[src/rtl/score_display_ctrl.sv]
// -----------------------------------------------------------------------------
// score_display_ctrl
//
// Sequencer for the two-digit seven-segment score display. It holds the BCD
// score counter and the session high score. It blinks the digits after game
// over, and it chooses whether the digits show the live score or the high score.
// TENS/UNITS/BLANK feed the segment decoder.
//
// Optional feature macro: SEG_HISCORE_EN
//   defined   : high-score register, HISHOW state and SHOW_HI handling present
//   undefined : no high score; SHOW_HI has no effect; HI_HOLD_CYCLES unused
//
// Parameters:
//   BLINK_CYCLES   - CLK cycles per BLANK half-period in OVER (>= 2)
//   HI_HOLD_CYCLES - CLK cycles the high score stays on screen (>= 2)
//
// Ports:
//   CLK        in   system clock
//   RST        in   synchronous, active-high reset
//   NEW_GAME   in   pulse: start/restart a game
//   SCORE_INC  in   pulse: add one point
//   GAME_OVER  in   pulse: end the current game
//   SHOW_HI    in   pulse: show the high score
//   TENS       out  BCD tens digit (registered)
//   UNITS      out  BCD units digit (registered)
//   BLANK      out  1 = both digits dark (registered)
// -----------------------------------------------------------------------------
module score_display_ctrl #(
  parameter int BLINK_CYCLES   = 12500000,
  parameter int HI_HOLD_CYCLES = 50000000
) (
  input  logic       CLK,
  input  logic       RST,
  input  logic       NEW_GAME,
  input  logic       SCORE_INC,
  input  logic       GAME_OVER,
  input  logic       SHOW_HI,
  output logic [3:0] TENS,
  output logic [3:0] UNITS,
  output logic       BLANK
);

  // Elaboration-time sanity checks on the timing parameters.
  if (BLINK_CYCLES < 2) begin : g_bad_blink
    $error("score_display_ctrl: BLINK_CYCLES must be at least 2");
  end
  if (HI_HOLD_CYCLES < 2) begin : g_bad_hold
    $error("score_display_ctrl: HI_HOLD_CYCLES must be at least 2");
  end

  localparam int                 BLINK_W    = $clog2(BLINK_CYCLES);
  localparam logic [BLINK_W-1:0] BLINK_LAST = BLINK_W'(BLINK_CYCLES - 1);

`ifdef SEG_HISCORE_EN
  localparam int                HOLD_W    = $clog2(HI_HOLD_CYCLES);
  localparam logic [HOLD_W-1:0] HOLD_LAST = HOLD_W'(HI_HOLD_CYCLES - 1);
`endif

  typedef enum logic [1:0] {
    ST_IDLE,
    ST_PLAY,
    ST_OVER
`ifdef SEG_HISCORE_EN
    , ST_HISHOW
`endif
  } state_t;

  // The single pulse that wins this cycle. Lower-priority pulses are dropped.
  typedef enum logic [2:0] {
    EV_NONE,
    EV_NEW,
    EV_END,
    EV_INC,
    EV_HI
  } event_t;

  event_t ev;

  state_t             state_q, state_d;
  logic [3:0]         tens_q, tens_d;
  logic [3:0]         units_q, units_d;
  logic [BLINK_W-1:0] blink_cnt_q, blink_cnt_d;
  logic               blank_d;
  logic [3:0]         disp_tens_d, disp_units_d;

`ifdef SEG_HISCORE_EN
  logic [3:0]        hi_tens_q, hi_tens_d;
  logic [3:0]        hi_units_q, hi_units_d;
  state_t            ret_q, ret_d;
  logic [HOLD_W-1:0] hold_cnt_q, hold_cnt_d;
`endif

  always_comb begin
    ev = EV_NONE;
    if (NEW_GAME)       ev = EV_NEW;
    else if (GAME_OVER) ev = EV_END;
    else if (SCORE_INC) ev = EV_INC;
    else if (SHOW_HI)   ev = EV_HI;
  end

  always_comb begin
    // NOTE: every signal written here gets a default first, so no path can
    // leave it unassigned and infer a latch.
    state_d     = state_q;
    tens_d      = tens_q;
    units_d     = units_q;
    blink_cnt_d = blink_cnt_q;
    blank_d     = 1'b0;        // digits are only ever dark while blinking in OVER
`ifdef SEG_HISCORE_EN
    hi_tens_d  = hi_tens_q;
    hi_units_d = hi_units_q;
    ret_d      = ret_q;
    hold_cnt_d = hold_cnt_q;
`endif

    case (state_q)
      ST_IDLE: begin
        if (ev == EV_NEW) begin
          state_d = ST_PLAY;
          tens_d  = 4'd0;
          units_d = 4'd0;
        end
`ifdef SEG_HISCORE_EN
        else if (ev == EV_HI) begin
          state_d    = ST_HISHOW;
          ret_d      = ST_IDLE;
          hold_cnt_d = '0;
        end
`endif
      end

      ST_PLAY: begin
        case (ev)
          EV_NEW: begin
            tens_d  = 4'd0;
            units_d = 4'd0;
          end
          EV_END: begin
            state_d     = ST_OVER;
            blink_cnt_d = '0;
`ifdef SEG_HISCORE_EN
            // Concatenated BCD compares as tens first, then units.
            if ({tens_q, units_q} > {hi_tens_q, hi_units_q}) begin
              hi_tens_d  = tens_q;
              hi_units_d = units_q;
            end
`endif
          end
          EV_INC: begin
            // Saturate at 99: no wrap back to 00.
            if (!(tens_q == 4'd9 && units_q == 4'd9)) begin
              if (units_q == 4'd9) begin
                units_d = 4'd0;
                tens_d  = tens_q + 4'd1;
              end else begin
                units_d = units_q + 4'd1;
              end
            end
          end
          default: ;
        endcase
      end

      ST_OVER: begin
        if (ev == EV_NEW) begin
          state_d = ST_PLAY;
          tens_d  = 4'd0;
          units_d = 4'd0;
        end
`ifdef SEG_HISCORE_EN
        else if (ev == EV_HI) begin
          state_d    = ST_HISHOW;
          ret_d      = ST_OVER;
          hold_cnt_d = '0;
        end
`endif
        else begin
          // BLANK itself holds the blink phase while in OVER.
          if (blink_cnt_q == BLINK_LAST) begin
            blink_cnt_d = '0;
            blank_d     = ~BLANK;
          end else begin
            blink_cnt_d = blink_cnt_q + 1'b1;
            blank_d     = BLANK;
          end
        end
      end

`ifdef SEG_HISCORE_EN
      ST_HISHOW: begin
        if (ev == EV_NEW) begin
          state_d = ST_PLAY;
          tens_d  = 4'd0;
          units_d = 4'd0;
        end else if (ev == EV_HI) begin
          hold_cnt_d = '0;
        end else if (hold_cnt_q == HOLD_LAST) begin
          // Going back to OVER restarts the blink in the lit phase.
          state_d     = ret_q;
          hold_cnt_d  = '0;
          blink_cnt_d = '0;
        end else begin
          hold_cnt_d = hold_cnt_q + 1'b1;
        end
      end
`endif

      default: state_d = ST_IDLE;
    endcase

    // Outputs are registered from next-state values, so a pulse sampled on
    // an edge shows on the digits right after that same edge.
    disp_tens_d  = tens_d;
    disp_units_d = units_d;
`ifdef SEG_HISCORE_EN
    if (state_d == ST_HISHOW) begin
      disp_tens_d  = hi_tens_d;
      disp_units_d = hi_units_d;
    end
`endif
  end

  always_ff @(posedge CLK) begin
    // NOTE: state registers use non-blocking assignments so every flop samples
    // pre-edge values, independent of statement order.
    if (RST) begin
      state_q     <= ST_IDLE;
      tens_q      <= 4'd0;
      units_q     <= 4'd0;
      blink_cnt_q <= '0;
      TENS        <= 4'd0;
      UNITS       <= 4'd0;
      BLANK       <= 1'b0;
`ifdef SEG_HISCORE_EN
      hi_tens_q  <= 4'd0;
      hi_units_q <= 4'd0;
      ret_q      <= ST_IDLE;
      hold_cnt_q <= '0;
`endif
    end else begin
      state_q     <= state_d;
      tens_q      <= tens_d;
      units_q     <= units_d;
      blink_cnt_q <= blink_cnt_d;
      TENS        <= disp_tens_d;
      UNITS       <= disp_units_d;
      BLANK       <= blank_d;
`ifdef SEG_HISCORE_EN
      hi_tens_q  <= hi_tens_d;
      hi_units_q <= hi_units_d;
      ret_q      <= ret_d;
      hold_cnt_q <= hold_cnt_d;
`endif
    end
  end

endmodule

[config.mk]
export PLATFORM = sky130hd
export DESIGN_NAME = score_display_ctrl
export DESIGN_NICKNAME = d
export VERILOG_FILES = /design/src/rtl/score_display_ctrl.sv
export SDC_FILE = /design/constraint.sdc
export NUM_CORES = 1
export LEC_CHECK = 0
export BUFFER_PORTS_ARGS = -buffer_cell sky130_fd_sc_hd__buf_2
export CORE_MARGIN = 4
export CORE_UTILIZATION = 45
export CTS_BUF_LIST = sky130_fd_sc_hd__clkbuf_4 sky130_fd_sc_hd__clkbuf_8
export DETAILED_ROUTE_END_ITERATION = 8
export PLACE_DENSITY = 0.63
export SLEW_MARGIN = 20
export SYNTH_ARGS = -nofsm -noshare
export SYNTH_HDL_FRONTEND = slang
export SYNTH_SLANG_ARGS = --single-unit
[constraint.sdc]
create_clock -name CLK -period 2.71 [get_ports CLK]
set_clock_uncertainty 0.15 [all_clocks]
set_input_delay 0.4065 -clock CLK [delete_from_list [all_inputs] [get_ports CLK]]
set_output_delay 0.4065 -clock CLK [all_outputs]
set_load 0.03 [all_outputs]
==> results of run 1 <==
cells by family after synthesis:
logic type / Yosys count / share of synthesized area
XOR/XNOR: 1 / 0.00447
AO/OA/AOI/OAI: 66 / 0.206
AND/OR/NAND/NOR: 100 / 0.312
adder cells (fa/ha/maj): 5 / 0.0319
multiplexers: 8 / 0.0408
flip-flops: 35 / 0.357
buffers and inverters: 16 / 0.0472
worst max-delay path: stages (launching register included):
cell and delay (ps):
dfxtp_1 350, ha_1 250, and4_1 270, and4_4 220, a211oi_2 170, buf_4 260
or2b_1 250, a31oi_1 170
state kept, by name, indices dropped and copies added, names as in the netlist:
| name | flops |
|---|---|
| units_q | 4 |
| BLANK | 1 |
| tens_q | 4 |
| state_q | 2 |
| blink_cnt_q | 24 |
metal layers:
| layer | vias to the layer above | wire (um) | share of wire | track usage |
|---|---|---|---|---|
| met2 | 38 | 1820 | 0.45 | 0.244 |
| li1 | 889 | - | - | - |
| met5 | - | 0 | 0 | 0 |
| met4 | 0 | 29 | 0.0071 | 0.0443 |
| met1 | 769 | 1990 | 0.49 | 0.227 |
| met3 | 4 | 233 | 0.057 | 0.0405 |
synthesized netlist by cell type, types with 2 or more instances:
master    number
or4_1          2
nand2b_1       5
buf_4          2
nand3_1       13
nor3b_1        3
o21ai_0       10
and3_1         2
or2b_1         2
nand2_1       20
nor4_1         2
nand3b_1       3
nand4_1        5
or3_1          2
inv_1          4
ha_1           5
nor2_1        16
a31oi_1       19
a41oi_1        5
a21oi_1       26
dfxtp_1       35
and3_2         2
mux2i_1        8
clkbuf_1       5
nor3_1         4
and4_1         3
and2_1         4
buf_6          3
buf_2          2
layout make-up:
type,instances,area [um^2],area share
multi-input cells,180,1170,0.552
flip-flops and latches,35,701,0.332
clock buffers,6,82.6,0.0391
repair buffers,15,80.1,0.0379
well taps,50,62.6,0.0296
inverters,4,15.0,0.00710
clock inverters,1,5.00,0.00237
cells in the final DEF (no fill, tap or decap), drive strengths merged, types with 8 or more instances in the layout:
cell type,netlist,final
nand3,13,13
o21ai,10,10
a31oi,19,19
nand2,20,20
nor2,16,16
dfxtp,35,35
a21oi,27,27
buf,7,15
mux2i,8,8
through the flow:
| stage | power (W) | hold slack (ps) | cells |
|---|---|---|---|
| finish | 0.000945 | 330 | 291 |
| CTS | 0.000956 | 327 | 291 |
| detailed placement | 0.000574 | 318 | 284 |
| global route | 0.000982 | 353 | 291 |
| global placement | 0.000574 | 300 | 284 |
| floorplan | 0.000565 | 281 | 231 |
power groups by stage:
stage	registers, W	logic (W)	clock network, W
2_1_floorplan	0.000531	0.0000336	0
3_3_place_gp	0.000531	0.0000433	0
3_5_place_dp	0.000531	0.0000434	0
4_1_cts	0.000519	0.0000436	0.000393
5_1_grt	0.000519	0.0000481	0.000415
6_report	0.000519	0.0000430	0.000383
path summary, 6_finish.rpt:
kind	from	endpoint
hold / removal	blink_cnt_q[20]	blink_cnt_q[20]
setup / recovery	blink_cnt_q[0]	blink_cnt_q[10]
setup reg to reg	blink_cnt_q[0]	blink_cnt_q[10]
hold reg to reg	blink_cnt_q[20]	blink_cnt_q[20]
==> run metrics, run 1 <==
critical path class flop to flop; Gate power share 0.045; WHS Path Cells 1; gr ovfl total 0; # DRC 0; Final period util 0.799; CTS Buffer Depth 2; Internal Power 0.000730 W; # fillers 417; pre-CTS WS 576 ps; sw power 0.000215 W; Mapped Cells 231; WL per Instance 14.0 um; HPWL Detailed 2810 um; Ys Warns 0; synth unique cells 47; max_slew headroom 0.648; vias in the first global route 1481; Post-synth EDFFs 0; max-slew violations 0; DRT Pass-1 Iters 4; largest area contributor in the netlist dfxtp_1; setup violators final 0; total number of vias 1700; outcome complete, no violations; WL final 4070 um; Final min period 2170 ps; syn_nets 242; fmax 462 MHz; flop and latch count out of synthesis 35; Placeable Area 4120 um^2; FF-to-FF setup slack 540 ps; number of port buffers 13; Hold WC Path Type flop to flop; CTS Buf Count 5; antenna violations before repair 0; fin area 2110 um^2; post-synthesis area per instance 8.49 um^2; Synth top area share 0.357; Layout area overhead 7.79%; root buffer cell clkbuf_8; Overall Global Routing Usage 0.161; Synth Flop Type dfxtp_1; Critical Path Start Type flop; CTS H-tree depth 2; power per cell area 447 nW/um^2; Final Hold Viols 0; final worst slack 544 ps; post-layout util 0.514; setup bufs post-CTS 0; hold bufs inserted after CTS 0; sequential-to-total area share from yosys stat 0.357; antenna diode count 0; Initial DRC Count 144; starting density of the core 0.476; leak pwr 0.765 nW; Area contributors post-synth dfxtp_1, a21oi_1, a31oi_1, mux2i_1, nand2_1; dpl cell area 2030 um^2; Final GP Congestion 0.741; Worst Path Arrival 2220 ps; sequential share of power 0.549; largest net degree at the start of global routing 22; Synth async-reset ratio 0; worst-margin pin slew 526 ps; Max-cap violations 0; Worst Reg-to-Reg Cells 7; Clock power frac 0.405; CP max FO 21; cell row count 23; share of cells above drive strength 1 0.137; first-pass GRT wire length 7000 um; IO Pins 15; crit path capture type flop; RSZ-0062 raised after global routing false; # nets final 252; clock-pin slew on the worst setup and hold paths 70 ps; full die area 5480 um^2; setup TNS 0 ps; Clock Latency Late Sink 280 ps; Critical Path RT 2770 ps; Num Clock Sinks 35; DRT antenna net count 0; Die W 74.0 um; CTS resizes 0; Die Height 74.0 um; Avg Vias per Cell 5.84; CTS tree built; Net Sw Frac 0.227; Mapped Area 1960 um^2; Worst VDD drop 0.317 mV
No activity file was read; power rests on OpenSTA's default activity.
==> inputs of run 2 (changes only) <==
--- a/config.mk
+++ b/config.mk
@@ -5,12 +5,13 @@
 export SDC_FILE = /design/constraint.sdc
 export NUM_CORES = 1
 export LEC_CHECK = 0
+export ABC_AREA = 1
 export BUFFER_PORTS_ARGS = -buffer_cell sky130_fd_sc_hd__buf_2
 export CORE_MARGIN = 4
 export CORE_UTILIZATION = 45
 export CTS_BUF_LIST = sky130_fd_sc_hd__clkbuf_4 sky130_fd_sc_hd__clkbuf_8
 export DETAILED_ROUTE_END_ITERATION = 8
-export PLACE_DENSITY = 0.63
+export PLACE_DENSITY = 0.62
 export SLEW_MARGIN = 20
 export SYNTH_ARGS = -nofsm -noshare
 export SYNTH_HDL_FRONTEND = slang
==> constraint.sdc (replaced) <==
create_clock -name CLK -period 2.05 [get_ports CLK]
set_clock_uncertainty 0.15 [all_clocks]
set_input_delay 0.3075 -clock CLK [delete_from_list [all_inputs] [get_ports CLK]]
set_output_delay 0.3075 -clock CLK [all_outputs]
set_load 0.03 [all_outputs]
==> run 2 against run 1 <==
Against the previous run:
- routed wire length up 15%
- maximum frequency grew 19%
- final area increased by 9.5%
- clock power rose by 32%
- cell count increased by 36%
- die area up 6.6%
- critical endpoint is now blink_cnt_q[22]
- highest routed layer unchanged
==> run metrics, run 2 <==
FF-to-FF setup slack 230 ps (-310 ps); setup bufs post-CTS 0 (unchanged); largest area contributor in the netlist dfxtp_1; Gate power share 0.109 (+0.064); Synth async-reset ratio 0 (unchanged); Synth top area share 0.333 (-0.0246); Post-synth EDFFs 0 (unchanged); vias in the first global route 1723 (+16%); Hold Startpoint RST; CTS Buffer Depth 2 (unchanged); Mapped Cells 324 (+40%); largest register by flop count blink_cnt_q; worst-margin pin slew 338 ps (-188 ps); Mapped Area 2110 um^2 (+7.4%); max_slew headroom 0.774 (+0.126); Overall Global Routing Usage 0.164 (+0.00333); most common cell after layout, fill and taps aside nand2_1; starting density of the core 0.474 (-0.00262); Die Height 76.4 um (+3.2%); busiest grt layer met2; Area contributors post-synth dfxtp_1, nand2_1, nor2_1, inv_1, a21oi_1; setup TNS 0 ps (unchanged); Final min period 1820 ps (-348 ps); IO Pins 15 (unchanged); fmax 550 MHz (+19%); CTS H-tree depth 2 (unchanged); Initial DRC Count 105 (-27%); crit path capture type flop; hold bufs inserted after CTS 0 (unchanged); worst min-delay path endpoint state_q[1]; commonest non-fill, non-tap cells in the layout nand2_1, nor2_1, inv_1; complex-gate fraction of the synthesized area 0.106 (-0.0998); Ys Warns 0 (unchanged); sequential share of power 0.519 (-0.030); Final period util 0.887 (+0.0876); Num Clock Sinks 35 (unchanged); DRT Pass-1 Iters 5 (+1); multiplexer area fraction after synthesis 0 (-0.0408); Final GP Congestion 0.911 (+23%); WL final 4670 um (+15%); Final Hold Viols 0 (unchanged); cell row count 24 (+4.3%); Critical Path Start Type flop; setup violators final 0 (unchanged); # nets final 354 (+40%); DRT antenna net count 0 (unchanged); first-pass GRT wire length 7950 um (+13%); Placeable Area 4440 um^2 (+8.0%); HPWL Detailed 3530 um (+26%); Max-cap violations 0 (unchanged); sw power 0.000387 W (+80%); root buffer cell clkbuf_8; post-synthesis area per instance 6.50 um^2 (-23%); Clock Latency Late Sink 290 ps (about the same); Critical Path RT 2120 ps (-650 ps); antenna diode count 0 (unchanged); Adder-Cell Fraction of Synth Area 0.0297 (-0.00220); synth unique cells 30 (-36%); Synth Flop Type dfxtp_1; Avg Vias per Cell 5.01 (-14%); max-slew violations 0 (unchanged); Synth Area in XOR/XNOR 0.0166 (+0.0122); share of cells above drive strength 1 0.145 (+0.00842); max FFs per register 24 (unchanged); CTS resizes 0 (unchanged); met2 usage 0.238 (-0.00596); sequential-to-total area share from yosys stat 0.333 (-0.0246); fin area 2310 um^2 (+9.5%); Layout area overhead 9.86%; Net Sw Frac 0.284 (+0.0569); Worst VDD drop 0.398 mV (+26%); clock-pin slew on the worst setup and hold paths 80 ps (about the same); flop and latch count out of synthesis 35 (unchanged); syn_nets 335 (+38%); Hold WC Path Type input pin to flop; largest net degree at the start of global routing 19 (-14%); Synth Area in Simple Gates 0.418 (+0.106); power per cell area 588 nW/um^2 (+32%); FF-to-FF End blink_cnt_q[22]; main combinational cell family by area after synthesis simple AND/OR/NAND/NOR gates; leak pwr 0.960 nW (+25%); WL per Instance 11.8 um (-16%); antenna violations before repair 0 (unchanged); outcome complete, no violations; CTS tree built; reg2reg start blink_cnt_q[0]; M3 GR Usage 0.0366 (-0.00390); most common library cells after synthesis nand2_1, nor2_1, inv_1; RSZ-0062 raised after global routing false; dpl cell area 2220 um^2 (+9.8%); CTS Buf Count 5 (unchanged); most common cell in the netlist nand2_1; CP max FO 8 (-62%); full die area 5840 um^2 (+6.6%); WHS Path Cells 2 (+1); GR Util met1 0.236 (+0.00830); number of port buffers 13 (unchanged); Worst Reg-to-Reg Cells 10 (+3); Die W 76.4 um (+3.2%); # DRC 0 (unchanged); Internal Power 0.000974 W (+33%); gr ovfl total 0 (unchanged); critical path class flop to flop; Worst Path Arrival 1890 ps (-330 ps); leading registers by flop count blink_cnt_q: 24 flops, tens_q: 4 flops, units_q: 4 flops; minimum hold slack 192 ps (-138 ps); total number of vias 1983 (+17%); Clock power frac 0.373 (-0.032)
[run 2: cell types whose count changed after synthesis, sizes merged, moves of 4 or more]
cell,before,now
nand2,20,93
nor2,16,47
nor3,4,17
a31oi,19,3
and2,4,0
nand3,13,22
clkbuf,5,1
a41oi,5,0
and4,4,0
mux2i,8,0
inv,4,43
nand2b,5,0
[run 2: worst max path at each step]
stage                    from               to  cells after the start
2_1_floorplan      units_q[0]        tens_q[0]                     10
3_3_place_gp   blink_cnt_q[0]  blink_cnt_q[22]                     10
3_5_place_dp   blink_cnt_q[1]  blink_cnt_q[22]                     10
4_1_cts        blink_cnt_q[1]  blink_cnt_q[22]                     10
5_1_grt        blink_cnt_q[1]  blink_cnt_q[17]                     10
6_report       blink_cnt_q[0]  blink_cnt_q[22]                     10
[run 2: per-stage QoR]
step / instances / utilization / setup slack (ps) / total power (W)
after detailed placement: 388 / 0.501 / 249 / 0.000870
after global routing: 396 / 0.521 / 49.3 / 0.00141
final: 396 / 0.521 / 232 / 0.00136
after CTS: 396 / 0.521 / 226 / 0.00137
after global placement: 388 / 0.501 / 295 / 0.000869
after floorplan: 324 / - / 286 / 0.000831
[run 2: cell families after synthesis]
| logic type | count (synthesis) |
|---|---|
| AO/OA/AOI/OAI | 40 |
| XOR/XNOR | 4 |
| adder cells (fa/ha/maj) | 5 |
| buffers and inverters | 48 |
| flip-flops | 35 |
| AND/OR/NAND/NOR | 192 |
[run 2: power by group through the flow]
stage          combinational, W  sequential, W  clock, W
2_1_floorplan         0.0000887       0.000742         0
3_3_place_gp           0.000148       0.000722         0
3_5_place_dp           0.000148       0.000722         0
4_1_cts                0.000149       0.000706  0.000519
5_1_grt                0.000164       0.000708  0.000541
6_report               0.000148       0.000706  0.000507
[run 2: area by class of cell]
type / instances / area [um^2]
fill: 456 / 2130
multi-input combinational: 241 / 1200
sequential: 35 / 701
inverter: 43 / 161
timing repair buffer: 17 / 95.1
clock buffer: 5 / 68.8
tap: 52 / 65.1
clock inverter: 3 / 20.0
[run 2: worst max-delay path, stage by stage (launching register included)]
cell and delay [ps]:
dfxtp_1 330, ha_1 210, nand2_1 110, inv_1 60
nand2_1 80, nor2_1 50, nand3_1 150, nand2_1 90
inv_1 240, o21ai_0 150, a21oi_1 140
[run 2: metal layers]
metal  share of wire  vias to the layer above  wire [um]
li1                -                     1077          -
met1            0.55                      875       2570
met2            0.41                       27       1910
met3           0.030                        4        139
met4           0.012                        0         55
met5               0                        -          0
